<file path="src/rtl/uart_boot_pkg.sv">
// uart_boot_pkg: shared types and defaults for the UART boot loader.
//   boot_state_t  - loader FSM states
//   DEF_ACK_BYTE  - default byte returned after a successful load
//   DEF_ERR_BYTE  - default byte returned when the word count is rejected
//   max_words()   - capacity of an instruction memory with the given word-address width
package uart_boot_pkg;

  typedef enum logic [2:0] {S_LEN, S_DATA, S_WRITE, S_ACK, S_DONE, S_ERR} boot_state_t;

  localparam logic [7:0] DEF_ACK_BYTE = 8'hAA;
  localparam logic [7:0] DEF_ERR_BYTE = 8'hEE;

  function automatic logic [31:0] max_words(input int unsigned addr_width);
    return 32'(1) << addr_width;
  endfunction

endpackage

</file>
<file path="src/rtl/uart_boot_loader_word_assembler.sv">
// word_assembler: builds little-endian 32-bit words from a byte stream.
//   clk, rst      - system clock, asynchronous active-high reset
//   i_pop         - a byte is consumed this cycle
//   i_byte        - the byte being consumed
//   o_word        - assembled word, valid together with o_word_valid
//   o_word_valid  - pulses on the 4th pop of each word
module word_assembler
  import uart_boot_pkg::*;
(
  input  logic        clk,
  input  logic        rst,
  input  logic        i_pop,
  input  logic [7:0]  i_byte,
  output logic [31:0] o_word,
  output logic        o_word_valid
);

  logic [31:0] r_sr;
  logic [1:0]  r_bcnt;

  always_ff @(posedge clk or posedge rst) begin
    if (rst) begin
      r_sr   <= '0;
      r_bcnt <= '0;
    end else if (i_pop) begin
      r_sr   <= {i_byte, r_sr[31:8]};
      r_bcnt <= r_bcnt + 2'd1;
    end
  end

  // The completing byte is taken straight from the input so the word is
  // usable in the same cycle as its last pop.
  assign o_word       = {i_byte, r_sr[31:8]};
  assign o_word_valid = i_pop && (r_bcnt == 2'd3);

endmodule

</file>
<file path="src/rtl/uart_boot_loader.sv">
// uart_boot_loader: consumes a host stream (32-bit word count N, then N words,
// all little-endian) from the RX FIFO, writes the words to instruction memory,
// answers with one ack/error byte on the TX FIFO and then flags completion.
//   clk, rst    - system clock, asynchronous active-high reset
//   rx_data     - RX FIFO head byte (first-word fall-through)
//   rx_empty    - RX FIFO empty
//   rx_rd_en    - pop RX FIFO head this cycle
//   tx_data     - byte pushed to the TX FIFO
//   tx_full     - TX FIFO full
//   tx_wr_en    - push tx_data this cycle
//   imem_addr   - instruction memory word address
//   imem_wdata  - instruction memory write data
//   imem_we     - single-cycle instruction memory write strobe
//   done        - load complete, sticky until rst
//   err         - length rejected, sticky until rst
module uart_boot_loader
  import uart_boot_pkg::*;
#(
  parameter int unsigned ADDR_WIDTH = 15,
  parameter int unsigned BASE_ADDR  = 0,
  parameter logic [7:0]  ACK_BYTE   = DEF_ACK_BYTE,
  parameter logic [7:0]  ERR_BYTE   = DEF_ERR_BYTE
) (
  input  logic                  clk,
  input  logic                  rst,
  input  logic [7:0]            rx_data,
  input  logic                  rx_empty,
  output logic                  rx_rd_en,
  output logic [7:0]            tx_data,
  input  logic                  tx_full,
  output logic                  tx_wr_en,
  output logic [ADDR_WIDTH-1:0] imem_addr,
  output logic [31:0]           imem_wdata,
  output logic                  imem_we,
  output logic                  done,
  output logic                  err
);

  localparam logic [31:0] MAX_WORDS = max_words(ADDR_WIDTH);

  boot_state_t           r_state;
  boot_state_t           w_state_nxt;
  logic [31:0]           r_count;
  // One bit wider than the address so a full-memory load ends without wrapping.
  logic [ADDR_WIDTH:0]   r_idx;
  logic [ADDR_WIDTH:0]   w_idx_inc;
  logic                  r_err_sent;
  logic                  w_pop;
  logic [31:0]           w_word;
  logic                  w_word_valid;
  logic [31:0]           w_addr_full;

  assign w_pop       = ((r_state == S_LEN) || (r_state == S_DATA)) && !rx_empty;
  assign rx_rd_en    = w_pop;
  assign w_idx_inc   = r_idx + (ADDR_WIDTH+1)'(1);
  assign w_addr_full = BASE_ADDR + 32'(r_idx);

  word_assembler u_word_assembler (
    .clk          (clk),
    .rst          (rst),
    .i_pop        (w_pop),
    .i_byte       (rx_data),
    .o_word       (w_word),
    .o_word_valid (w_word_valid)
  );

  always_comb begin
    w_state_nxt = r_state;
    imem_we     = 1'b0;
    tx_wr_en    = 1'b0;
    tx_data     = '0;
    done        = 1'b0;
    err         = 1'b0;
    case (r_state)
      S_LEN: begin
        if (w_word_valid) begin
          if (w_word == '0)          w_state_nxt = S_ACK;
          else if (w_word > MAX_WORDS) w_state_nxt = S_ERR;
          else                       w_state_nxt = S_DATA;
        end
      end
      S_DATA: begin
        if (w_word_valid) w_state_nxt = S_WRITE;
      end
      S_WRITE: begin
        imem_we = 1'b1;
        if (32'(w_idx_inc) == r_count) w_state_nxt = S_ACK;
        else                           w_state_nxt = S_DATA;
      end
      S_ACK: begin
        if (!tx_full) begin
          tx_wr_en    = 1'b1;
          tx_data     = ACK_BYTE;
          w_state_nxt = S_DONE;
        end
      end
      S_DONE: begin
        done = 1'b1;
      end
      S_ERR: begin
        // Terminal state; r_err_sent limits the error byte to a single push.
        err = 1'b1;
        if (!tx_full && !r_err_sent) begin
          tx_wr_en = 1'b1;
          tx_data  = ERR_BYTE;
        end
      end
      default: w_state_nxt = S_LEN;
    endcase
  end

  always_ff @(posedge clk or posedge rst) begin
    if (rst) begin
      r_state    <= S_LEN;
      r_count    <= '0;
      r_idx      <= '0;
      r_err_sent <= 1'b0;
      imem_addr  <= '0;
      imem_wdata <= '0;
    end else begin
      r_state <= w_state_nxt;
      if ((r_state == S_LEN) && w_word_valid) r_count <= w_word;
      if ((r_state == S_DATA) && w_word_valid) begin
        imem_wdata <= w_word;
        imem_addr  <= w_addr_full[ADDR_WIDTH-1:0];
      end
      if (r_state == S_WRITE) r_idx <= w_idx_inc;
      if ((r_state == S_ERR) && tx_wr_en) r_err_sent <= 1'b1;
    end
  end

endmodule

</file>
<file path="config.mk">
export PLATFORM = sky130hd
export DESIGN_NAME = uart_boot_loader
export DESIGN_NICKNAME = d
export VERILOG_FILES = /design/src/rtl/uart_boot_pkg.sv /design/src/rtl/uart_boot_loader_word_assembler.sv /design/src/rtl/uart_boot_loader.sv
export SDC_FILE = /design/constraint.sdc
export NUM_CORES = 1
export LEC_CHECK = 0
export ABC_AREA = 1
export BUFFER_PORTS_ARGS = -buffer_cell sky130_fd_sc_hd__buf_2
export CAP_MARGIN = 25
export CORE_ASPECT_RATIO = 0.5
export CORE_MARGIN = 2
export CORE_UTILIZATION = 62
export CTS_CLUSTER_SIZE = 28
export DETAILED_ROUTE_END_ITERATION = 7
export HOLD_SLACK_MARGIN = 0.08
export PLACE_DENSITY = 0.81
export SLEW_MARGIN = 25
export SYNTH_ARGS = -nofsm -noshare
export SYNTH_HDL_FRONTEND = slang
export SYNTH_SLANG_ARGS = --single-unit
</file>
<file path="constraint.sdc">
create_clock -name clk -period 11.7 [get_ports clk]
set_clock_uncertainty 0.2 [all_clocks]
set_input_delay 0.585 -clock clk [delete_from_list [all_inputs] [get_ports clk]]
set_output_delay 0.585 -clock clk [all_outputs]
set_load 0.02 [all_outputs]
</file>
==> run summary <==
The critical path startpoint is r_state[2]. The clock transition at the registers of the reported paths came out at about 0.06 ns. The fraction of layout instances using a drive strength above 1 is between 10% and 20%. The number of H-tree branching levels came out at 4. The routed layout has around 4600 vias. The synthesized instance count came out at roughly 650. Setup repair after global routing left no endpoint under its margin. Of all cell types, the one taking the most synthesized area is dfrtp_1.

The port buffer count is 69. The share of flip-flops with an asynchronous set or reset after synthesis is 100%. IR analysis of the VDD net gives a maximum drop of about 180 µV.

At the worst endpoint, the arrival time is about 2.6 ns. The number of maximum-capacitance constraint violations came out at 0. Counting flops and latches in the post-synthesis netlist gives 125. The path class of the lowest-slack min-delay path is input port to flop. The insertion delay to the later sink of the worst-skew pair is just over 0.4 ns. The clock passes through at most 2 buffers. The detailed router finished its first iteration with just over 400 violations. TritonCTS built the clock tree. The final net count is roughly 730. The via density per instance came out at between 5 and 6. The flip-flop cell with the highest count after synthesis is dfrtp_1. The final count of hold timing violations is 0. The count of cells resized by post-cts repair is 0.

The number of nets with antenna violations after detailed routing came out at 0. Relative to the synthesized area, the layout overhead comes to 17.6%. The clock drives 125 sinks.

The hold-fix buffer count after cts came out at 1. The synthesized netlist occupies a cell area of approximately 0.0056 mm². The initial antenna violation count came out at 0. The maximum number of pins on one net before global-route repair is 83. The final clock period utilization by the worst path came out at ~29%. The total routing resource utilization after global routing is about 28%. The final setup TNS is 0 ns. Yosys mapped a number of flops with a built-in enable equal to 0. The worst hold path cell count is 3.

The placer's final routability congestion estimate is between 0.9 and 1. By count the netlist is led by nand2_1, dfrtp_1, inv_1, nor2_1, o21ai_0. After synthesis, the cell types taking the most area are dfrtp_1, nand2_1, o21ai_0, inv_1, nor2_1. The routed wire length per instance came out at 15.2 µm. The core outline area is 0.00877 mm². The post-detailed-route DRC marker count came out at 0.

The number of global-route vias before repair is roughly 4400. The reg-to-reg endpoint is r_state[1]. The number of iterations in the first detailed-routing pass is 5. The number of buffers added by the clock tree synthesis step is 17. The vertical extent of the die came out at 71.4 µm.

The I/O pin total came out at between 70 and 80. The number of placement rows came out at 24. The type of the worst setup path is flop to output port.

The worst-case register-to-register setup slack came out at 9.01 ns. The transition at the pin with the smallest max-transition slack came out at roughly 0.86 ns. STA classifies the critical path endpoint as an output port. The number of cell instances on the worst register-to-register path came out at 11. The power per cell area is 267 mW/mm².

The most common cell in the synthesized netlist is nand2_1. The flow ran to the end, and the final reports show no timing, DRC or antenna violations. The width of the chip is around 140 µm. The area of the die came out at 0.00990 mm². The required time reported for the critical path endpoint came out at between 10 and 15 ns. The final setup violation count is 0.

The sequential share of the synthesized area is between 50% and 60%. The number of buffers inserted to repair setup after CTS is 0. The fraction of post-synthesis cell area in the top cell type by area came out at 55.6%. The relative slew slack is between 40 and 50%. The initial utilization of the core area, before any placement, comes to around 64%. The time the final worst path needs with I/O delays and setup came out at between 3 and 4 ns.

In this run the static leakage power is between 3 and 4 nW. The worst-case hold slack came out at ~0.22 ns. The per-instance average area after synthesis is ~8.6 µm².

The first-pass GRT wire length came out at 21300 µm. The number of library cell types mapped by synthesis is 33. The startpoint identified for the worst register-to-register timing path is r_state[2]. In this run the worst path has a maximum fanout of 23. Timing would allow up to around 300 MHz.

In this run the clock root is driven by a clkbuf_16. The most critical setup path has its endpoint at imem_we. The warning count from the yosys run is 0. After global routing the overflow that remains totals 0. The number of pins exceeding their max-slew limit in the final report is 0. The post-DP HPWL came out at ~8400 µm.

The repair_antennas step left the layout with diodes totalling 0. The total wire length after detailed routing is approximately 13000 µm. The worst setup path is launched from a flop.
layer usage:
metal	global-route usage (%)	wire, µm	up-vias
met4	7.52	142	0
met1	38.3	5730	2217
li1	-	-	2246
met5	0	0	-
met2	44.0	6070	163
met3	7.95	955	16
layout by cell type, fill, tap and decap left out, drive strengths merged, types with 2 or more instances in the layout:
master,Yosys,routed
a21oi,37,37
buf,19,73
bufinv,0,2
clkbuf,9,18
clkinv,0,5
clkinvlp,0,4
conb,1,2
dfrtp,125,125
ha,2,2
inv,73,75
mux2,13,13
nand2,157,157
nand3,38,38
nand4,9,9
nor2,76,76
nor3,3,3
nor4,7,7
o21a,12,12
o21ai,62,62
xor2,3,3
sequential cells by signal (all words and copies together) (netlist names):
signal	cells
r_err_sent	1
r_count	32
imem_addr	15
r_state	3
u_word_assembler.r_sr	24
imem_wdata	32
r_idx	16
u_word_assembler.r_bcnt	2
logic make-up after synthesis:
family          count (synthesis)  share of synthesized area [%]
simple gates                  292                           21.9
mux                            13                           2.60
flops                         125                           55.6
buf+inv                       101                           7.76
fa+ha+maj                       2                          0.444
other cells                     1                         0.0666
xor+xnor                        4                          0.889
compound gates                114                           10.8
metrics by stage:
stage               worst slack, ns  cell area [µm²]  cells  total power, mW  utilization (%)
floorplan                      7.59             5630    653             1.07                -
global placement               8.78             5980    813             1.22             68.2
detailed placement             8.77             6010    814             1.24             68.5
CTS                            8.39             6600    846             1.77             75.2
global route                   8.17             6620    847             1.87             75.5
finish                         8.36             6620    847             1.77             75.5
power by group:
group / total, mW / internal [mW] / switching [mW]
Sequential: 0.731 / 0.608 / 0.123
Combinational: 0.523 / 0.189 / 0.335
Clock: 0.515 / 0.318 / 0.197
Total: 1.77 / 1.11 / 0.654
layout make-up:
class,instances,area (µm²)
multi-input cells,427,2070
flip-flops and latches,125,3130
inverters,73,277
fillers,598,2150
clock inverters,13,140
repair buffers,74,422
clock buffers,18,439
well taps,117,146
worst max-delay path, cell delays in order (launching register included):
cell,delay [ns]
dfrtp_1,0.46
inv_1,0.16
nand3_1,0.63
inv_1,0.62
buf_2,0.26
worst min path at each step:
stage	start	end	slack, ns
after global routing	rx_data[3]	u_word_assembler.r_sr[27]	0.22
after detailed placement	u_word_assembler.r_bcnt[0]	u_word_assembler.r_bcnt[0]	0.27
after floorplan	u_word_assembler.r_bcnt[1]	u_word_assembler.r_bcnt[1]	0.25
after CTS	rx_data[6]	u_word_assembler.r_sr[30]	0.21
after global placement	u_word_assembler.r_bcnt[1]	u_word_assembler.r_bcnt[1]	0.26
final	rx_data[6]	u_word_assembler.r_sr[30]	0.22
No activity file was read; power rests on OpenSTA's default activity.
